[config.mk]
export PLATFORM = sky130hd
export DESIGN_NAME = seq_arb_4in_requester
export DESIGN_NICKNAME = d
export VERILOG_FILES = /design/src/rtl/seq_arb_4in_requester.sv
export SDC_FILE = /design/constraint.sdc
export NUM_CORES = 1
export LEC_CHECK = 0
export BUFFER_PORTS_ARGS = -buffer_cell sky130_fd_sc_hd__buf_2
export CORE_MARGIN = 4
export CORE_UTILIZATION = 42
export CTS_CLUSTER_DIAMETER = 40
export DETAILED_ROUTE_END_ITERATION = 8
export HOLD_SLACK_MARGIN = 0.06
export SYNTH_ARGS = -nofsm -noshare
export SYNTH_HDL_FRONTEND = slang
export SYNTH_SLANG_ARGS = --single-unit
export TNS_END_PERCENT = 50
[constraint.sdc]
create_clock -name clk -period 3.1 [get_ports clk]
set_input_delay 0.465 -clock clk [delete_from_list [all_inputs] [get_ports clk]]
set_output_delay 0.465 -clock clk [all_outputs]
set_load 0.05 [all_outputs]
[src/rtl/seq_arb_4in_requester.sv]
// Request front-end for a 4-input weighted arbiter (weights 3,3,1,1).
// Tracks per-client pending transactions, mirrors the arbiter's weight
// counters, issues the weight-reload (preset) command and flags bad grants.
module seq_arb_4in_requester (
    input  logic       clk,
    input  logic       reset,
    input  logic [3:0] in_val,
    output logic [3:0] in_rdy,
    output logic [3:0] reqs,
    input  logic [3:0] grants,
    output logic       preset,
    output logic [3:0] done,
    output logic       err
);

    logic [2:0] pending [4];
    logic [2:0] credit  [4];

    logic [3:0] has_pend;
    logic [3:0] stalled;
    logic [3:0] accept;
    logic [3:0] honour;
    logic       grant_onehot;
    logic       bad_grant;

    // Reload value of each client's weight counter.
    function automatic logic [2:0] weight(input int idx);
        return (idx < 2) ? 3'd3 : 3'd1;
    endfunction

    // Outputs derived from registered state only; no path from in_val/grants.
    always_comb begin
        has_pend = '0;
        stalled  = '0;
        in_rdy   = '0;
        for (int i = 0; i < 4; i++) begin
            has_pend[i] = (pending[i] != 3'd0);
            stalled[i]  = (pending[i] == 3'd0) || (credit[i] == 3'd0);
            in_rdy[i]   = (pending[i] != 3'd7);
        end
        // Reload once every client with work left has exhausted its credit.
        preset = (has_pend != 4'd0) && (stalled == 4'hF);
        reqs   = '0;
        for (int i = 0; i < 4; i++) begin
            reqs[i] = has_pend[i] && (credit[i] != 3'd0) && !preset;
        end
    end

    // Grant qualification and submit acceptance for the current cycle.
    always_comb begin
        grant_onehot = (grants != 4'd0) && ((grants & (grants - 4'd1)) == 4'd0);
        honour       = grant_onehot ? (grants & reqs) : 4'd0;
        bad_grant    = (grants != 4'd0) && (honour == 4'd0);
        accept       = in_val & in_rdy;
    end

    // Counter, completion pulse and sticky error state.
    always_ff @(posedge clk) begin
        if (reset) begin
            for (int i = 0; i < 4; i++) begin
                pending[i] <= 3'd0;
                credit[i]  <= weight(i);
            end
            done <= 4'd0;
            err  <= 1'b0;
        end else begin
            for (int i = 0; i < 4; i++) begin
                case ({accept[i], honour[i]})
                    2'b10:   pending[i] <= pending[i] + 3'd1;
                    2'b01:   pending[i] <= pending[i] - 3'd1;
                    default: pending[i] <= pending[i];
                endcase
                // preset forces reqs low, so it never coincides with a grant.
                if (preset) begin
                    credit[i] <= weight(i);
                end else if (honour[i]) begin
                    credit[i] <= credit[i] - 3'd1;
                end
            end
            done <= honour;
            err  <= err | bad_grant;
        end
    end

endmodule

==> results.cfg, run 1 <==
[run_status]
status = finished clean

[worst_setup_path]
path_buf_inv = 1
r2r.worst_path.cells = 12
start_kind = flip-flop
crit_top_cell = ha_1
slowest_delay_ps = 560
worst-path-stages = 12
timing.rr.start = credit[2][0]$_SDFFCE_PN1P_
crit_slowest_cell = or4b_4
worst-r2r-setup-slack_ps = 130
critical_path.endpoint_type = flip-flop
crit_fanout = 5
crit_chain = inv_1 -> ha_1 -> ha_1 -> or4b_4 -> nor2_2 -> ha_2 -> nand2b_1 -> fa_1 -> xor2_2 -> nor3_1 -> a21oi_1 -> nor2_1
crit_arrival_ps = 2980
critical_path_class = flip-flop to flip-flop
worstPathRequired_ps = 3110
critPathTopFamily = adder cells
timing.rr.end = pending[2][2]$_SDFFCE_PN0P_

[power_and_ir_drop]
p_int_mw = 0.846
vdd_drop_max_mv = 0.385
power_frac_clock = 0.400
power.leakage_nw = 0.966
p_sw_mw = 0.312
swShare = 0.269
seqPwrFrac = 0.412
power_density_nw_per_um2 = 541
p_total_mw = 1.16
p_comb_frac = 0.188

[die]
die_h_um = 73.6
std_cell_rows = 23
core_um2 = 4090
die_area_um2 = 5410
die_w_um = 73.6
boundaryPins = 24
start_util = 0.442

[min_path]
hold_class = input pin to flip-flop
min_from = grants[3]
whs_endpoint = done[3]$_SDFF_PP0_
whs_path_depth = 3

[flow_run]
drv_cap = 0

[synth]
syn_avg_cell_area_um2 = 9.76
syn_area_um2 = 1810
synth_area_leader_cell = edfxtp_1
synthesis.nets = 218
synth_top_area_share = 0.399
ys_seq_elements = 29
syn_inst = 185
seq_area_frac_synth = 0.455
ys_top_cells_by_area = edfxtp_1 40%, ha_1 14%, inv_1 6.4%, nor3_1 5.8%, dfxtp_1 5.5%
synth_cell_types = 30
yosysWarnings = 0

[finish]
drive_gt1_frac = 0.206
synthToLayoutAreaGrowth_pct = 18.6
diodes = 0
final_nets = 246
final_core_util = 0.524
final_cell_area_um2 = 2140

[routing]
drc = 0
firstDrtPassIters = 4
wl_mm = 3.43
via_per_inst = 5.09
drtIter0Drc = 65
wl_per_cell_um = 13.0
vias = 1343
antenna_left = 0

[clock_network]
h-tree-depth = 2
root_buffer = clkbuf_8
holdBufCountCts = 0
clk_path_buf_depth = 2
path_clk_slew_ps = 70
post_cts_buffers = 0
clk_latency_ps = 280
cts_tree = built
cts.sinks = 29
cts_buffers = 5

[global_route]
antenna_found_initial = 0
grt.overflow.total = 0
grt_pass1_wl_mm = 5.86
grt_max_degree = 29
grt_use_total = 0.139
first_global_vias = 1388

[timing]
finalCritPeriodShare = 0.959
setup_tns_ps = 0
rsz0062_at_grt = true
finalSetupViolations = 0
relSlewSlack = 0.631
tightest_slew_ps = 549
hold_viol_final = 0
period_minus_slack_ps = 2970
skew_ps = 9.34
max_freq_mhz = 336
maxSlewViolCount = 0

[placement]
detailed_place_hpwl_mm = 2.79
gp_congestion = 0.779
place_area_um2 = 1980
port_buffers = 23
-- synthesized netlist by cell type --
cell,n
nand4b_1,1
edfxtp_1,24
nor2_1,24
nand2_2,1
fa_1,3
nor2b_1,2
or3_4,1
inv_2,1
nand3_1,4
nor3_1,21
inv_1,31
and4_2,1
a211oi_1,2
nand2_1,10
nor3_2,1
ha_1,20
a21oi_1,5
or3_1,5
buf_1,1
or4b_4,2
nand3b_1,1
o21bai_1,4
xor2_1,4
and3_1,1
dfxtp_1,5
o22ai_1,2
nor4_1,1
and4b_1,1
nand2b_1,4
clkbuf_1,2
-- layout by cell type (no fill, tap or decap), types with 2 or more instances in the layout --
cell type	count
inv_1	31
bufinv_16	2
nor2_1	22
ha_1	19
o21bai_1	4
a211oi_1	2
buf_2	23
edfxtp_1	24
xor2_2	2
fa_1	3
or3_1	5
nor2b_1	2
clkbuf_8	5
nand3_1	4
dfxtp_1	5
nor3_1	21
xor2_1	2
or4b_4	2
nand2_1	10
a21oi_1	5
nand2b_1	4
o22ai_1	2
-- state kept, by name, indices dropped and copies added, names as in the netlist --
register,flops
err,1
done,4
pending,12
credit,12
-- power groups by stage --
stage	logic [mW]	clock network, mW	registers (mW)
5_1_grt	0.243	0.489	0.481
6_report	0.217	0.463	0.477
3_5_place_dp	0.213	0	0.484
3_3_place_gp	0.203	0	0.482
4_1_cts	0.215	0.472	0.476
2_1_floorplan	0.155	0	0.486
-- worst min-delay path: stages --
cell	delay (ps)
buf_2	120
nand4b_1	120
inv_1	70
-- worst max path at each step --
stage / startpoint / end
after floorplan: credit[2][0]$_SDFFCE_PN1P_ / pending[2][2]$_SDFFCE_PN0P_
after global placement: credit[0][0]$_SDFFCE_PN1P_ / pending[0][2]$_SDFFCE_PN0P_
after detailed placement: credit[0][0]$_SDFFCE_PN1P_ / pending[0][2]$_SDFFCE_PN0P_
after CTS: credit[2][0]$_SDFFCE_PN1P_ / pending[2][2]$_SDFFCE_PN0P_
after global routing: credit[2][0]$_SDFFCE_PN1P_ / pending[2][2]$_SDFFCE_PN0P_
final: credit[2][0]$_SDFFCE_PN1P_ / pending[2][2]$_SDFFCE_PN0P_
-- metal layers --
layer | vias to the layer above | track usage | part of all wire
met3 | 6 | 0.0383 | 0.055
met5 | - | 0 | 0
met1 | 626 | 0.167 | 0.45
li1 | 675 | - | -
met4 | 0 | 0.0523 | 0.016
met2 | 36 | 0.235 | 0.48
-- kinds of logic (layout without fill, tap and decap cells) --
family / after synthesis / count (layout) / share of synthesized area
xor+xnor: 4 / 4 / 0.0194
buf+inv: 35 / 64 / 0.0728
flops: 29 / 29 / 0.455
simple gates: 81 / 81 / 0.236
compound gates: 13 / 13 / 0.0457
fa+ha+maj: 23 / 23 / 0.172
-- repair_timing --
| item | 4_1_cts | 5_1_grt |
|---|---|---|
| setup endpoints to repair | 1 | 2 |
| cloned | 0 | 0 |
| endpoints found under the hold margin | 0 | 0 |
| gates resized for setup | 1 | 5 |
-- metrics by stage --
stage	worst slack, ps	hold slack (ps)	cells
after floorplan	326	522	185
after global placement	210	537	256
final	128	555	264
after global routing	-16.6	579	264
after CTS	69.6	553	264
after detailed placement	27.9	547	256
-- area by class of cell --
type,instances,area (um^2)
fill,376,1950
multi-input combinational,121,881
sequential,29,821
timing repair buffer,24,123
inverter,32,120
clock buffer,5,68.8
clock inverter,3,65.1
tap,50,62.6
Note: power is estimated with default switching activity, not from simulation.
==> run 2: changes to the inputs <==
Settings changed: CORE_UTILIZATION 42 to 45.
==> results.cfg, run 2 (same netlist as run 1, synthesis figures left out) <==
[run_status]
status = finished clean

[timing]
period_minus_slack_ps = 2930
finalCritPeriodShare = 0.946
maxSlewViolCount = 0
setup_tns_ps = 0
finalSetupViolations = 0
hold_viol_final = 0
hold_ws_ps = 546
rsz0062_at_grt = false
skew_ps = 5.81
relSlewSlack = 0.615
max_freq_mhz = 341
tightest_slew_ps = 573

[clock_network]
path_clk_slew_ps = 70
root_buffer = clkbuf_8
cts.sinks = 29
holdBufCountCts = 0
h-tree-depth = 2
cts_buffers = 5
post_cts_buffers = 0
clk_latency_ps = 280
clk_path_buf_depth = 2
cts_tree = built

[global_route]
grt_max_degree = 29
first_global_vias = 1381
grt_pass1_wl_mm = 5.82
grt.overflow.total = 0
antenna_found_initial = 0
grt_use_total = 0.144

[min_path]
whs_path_depth = 3
whs_endpoint = done[3]$_SDFF_PP0_
hold_class = input pin to flip-flop
min_from = grants[3]

[routing]
firstDrtPassIters = 4
vias = 1349
via_per_inst = 5.15
wl_mm = 3.46
drtIter0Drc = 52
wl_per_cell_um = 13.2
antenna_left = 0
drc = 0

[worst_setup_path]
start_kind = flip-flop
critical_path.endpoint_type = flip-flop
critical_path_class = flip-flop to flip-flop
crit_arrival_ps = 2950
timing.rr.start = credit[2][0]$_SDFFCE_PN1P_
timing.rr.end = pending[2][2]$_SDFFCE_PN0P_
crit_fanout = 5
worst-r2r-setup-slack_ps = 170
worstPathRequired_ps = 3120
r2r.worst_path.cells = 12

[finish]
diodes = 0
stdcell_count = 262
drive_gt1_frac = 0.196
mostFrequentLayoutCell = inv_1
final_nets = 246
synthToLayoutAreaGrowth_pct = 15.5
final_core_util = 0.553
final_cell_mix = 31 x inv_1, 24 x edfxtp_1, 23 x buf_2
reg_top3 = credit (12), pending (12), done (4)
fillers = 358

[placement]
detailed_place_hpwl_mm = 2.74
post-place-cells = 254
port_buffers = 23
gp_congestion = 0.817

[die]
core_um2 = 3770
die_w_um = 71.3
boundaryPins = 24
start_util = 0.479
die_h_um = 71.3
die_area_um2 = 5090
std_cell_rows = 22

[power_and_ir_drop]
p_total_mw = 0.990
vdd_drop_max_mv = 0.215
power.leakage_nw = 0.942
power_density_nw_per_um2 = 475

[flow_run]
drv_cap = 0
-- run 2: report_power, final --
group / switching (mW) / leakage (nW) / internal, mW
Clock: 0.143 / 0.0450 / 0.155
Sequential: 0.0213 / 0.272 / 0.455
Combinational: 0.144 / 0.625 / 0.0709
-- run 2: cell type report --
class	instances	area [um^2]	share of cell area
Timing Repair Buffer	24	123	0.0588
Clock inverter	2	10.0	0.00480
Inverter	32	120	0.0576
Tap cell	48	60.1	0.0288
Sequential cell	29	821	0.394
Clock buffer	6	72.6	0.0348
Multi-Input combinational cell	121	878	0.421
-- run 2: routing by layer --
layer	global-route usage	wire length, um
met4	0.0626	57
met3	0.0309	177
met2	0.241	1670
met5	0	0
met1	0.177	1550
-- run 2: worst max path at each step --
| stage | end | cells past startpoint | startpoint |
|---|---|---|---|
| final | pending[2][2]$_SDFFCE_PN0P_ | 12 | credit[2][0]$_SDFFCE_PN1P_ |
| after global routing | pending[2][2]$_SDFFCE_PN0P_ | 12 | credit[2][0]$_SDFFCE_PN1P_ |
| after CTS | pending[2][2]$_SDFFCE_PN0P_ | 12 | credit[2][0]$_SDFFCE_PN1P_ |
| after detailed placement | pending[2][2]$_SDFFCE_PN0P_ | 12 | credit[2][0]$_SDFFCE_PN1P_ |
| after global placement | pending[2][2]$_SDFFCE_PN0P_ | 12 | credit[2][0]$_SDFFCE_PN1P_ |
| after floorplan | pending[2][2]$_SDFFCE_PN0P_ | 12 | credit[2][0]$_SDFFCE_PN1P_ |
-- run 2: worst max-delay path: stages (launching register included) --
cell,delay (ps)
edfxtp_1,370
inv_1,50
ha_1,200
ha_1,220
or4b_4,570
nor2_2,190
ha_4,190
nand2b_1,70
fa_1,380
xor2_1,190
nor3_1,70
a21oi_1,120
nor2_1,50
-- run 2: stage by stage --
step | cell area, um^2 | setup slack, ps
after global routing | 2080 | 1.11
after floorplan | 1810 | 326
after global placement | 1980 | 93.6
after detailed placement | 1980 | 52.3
final | 2080 | 167
after CTS | 2060 | 23.4
-- run 2: repair_timing --
item / in CTS / in global routing
setup endpoints to repair: 0 / 2
endpoints found under the hold margin: 0 / 0
gates resized for setup: 0 / 5
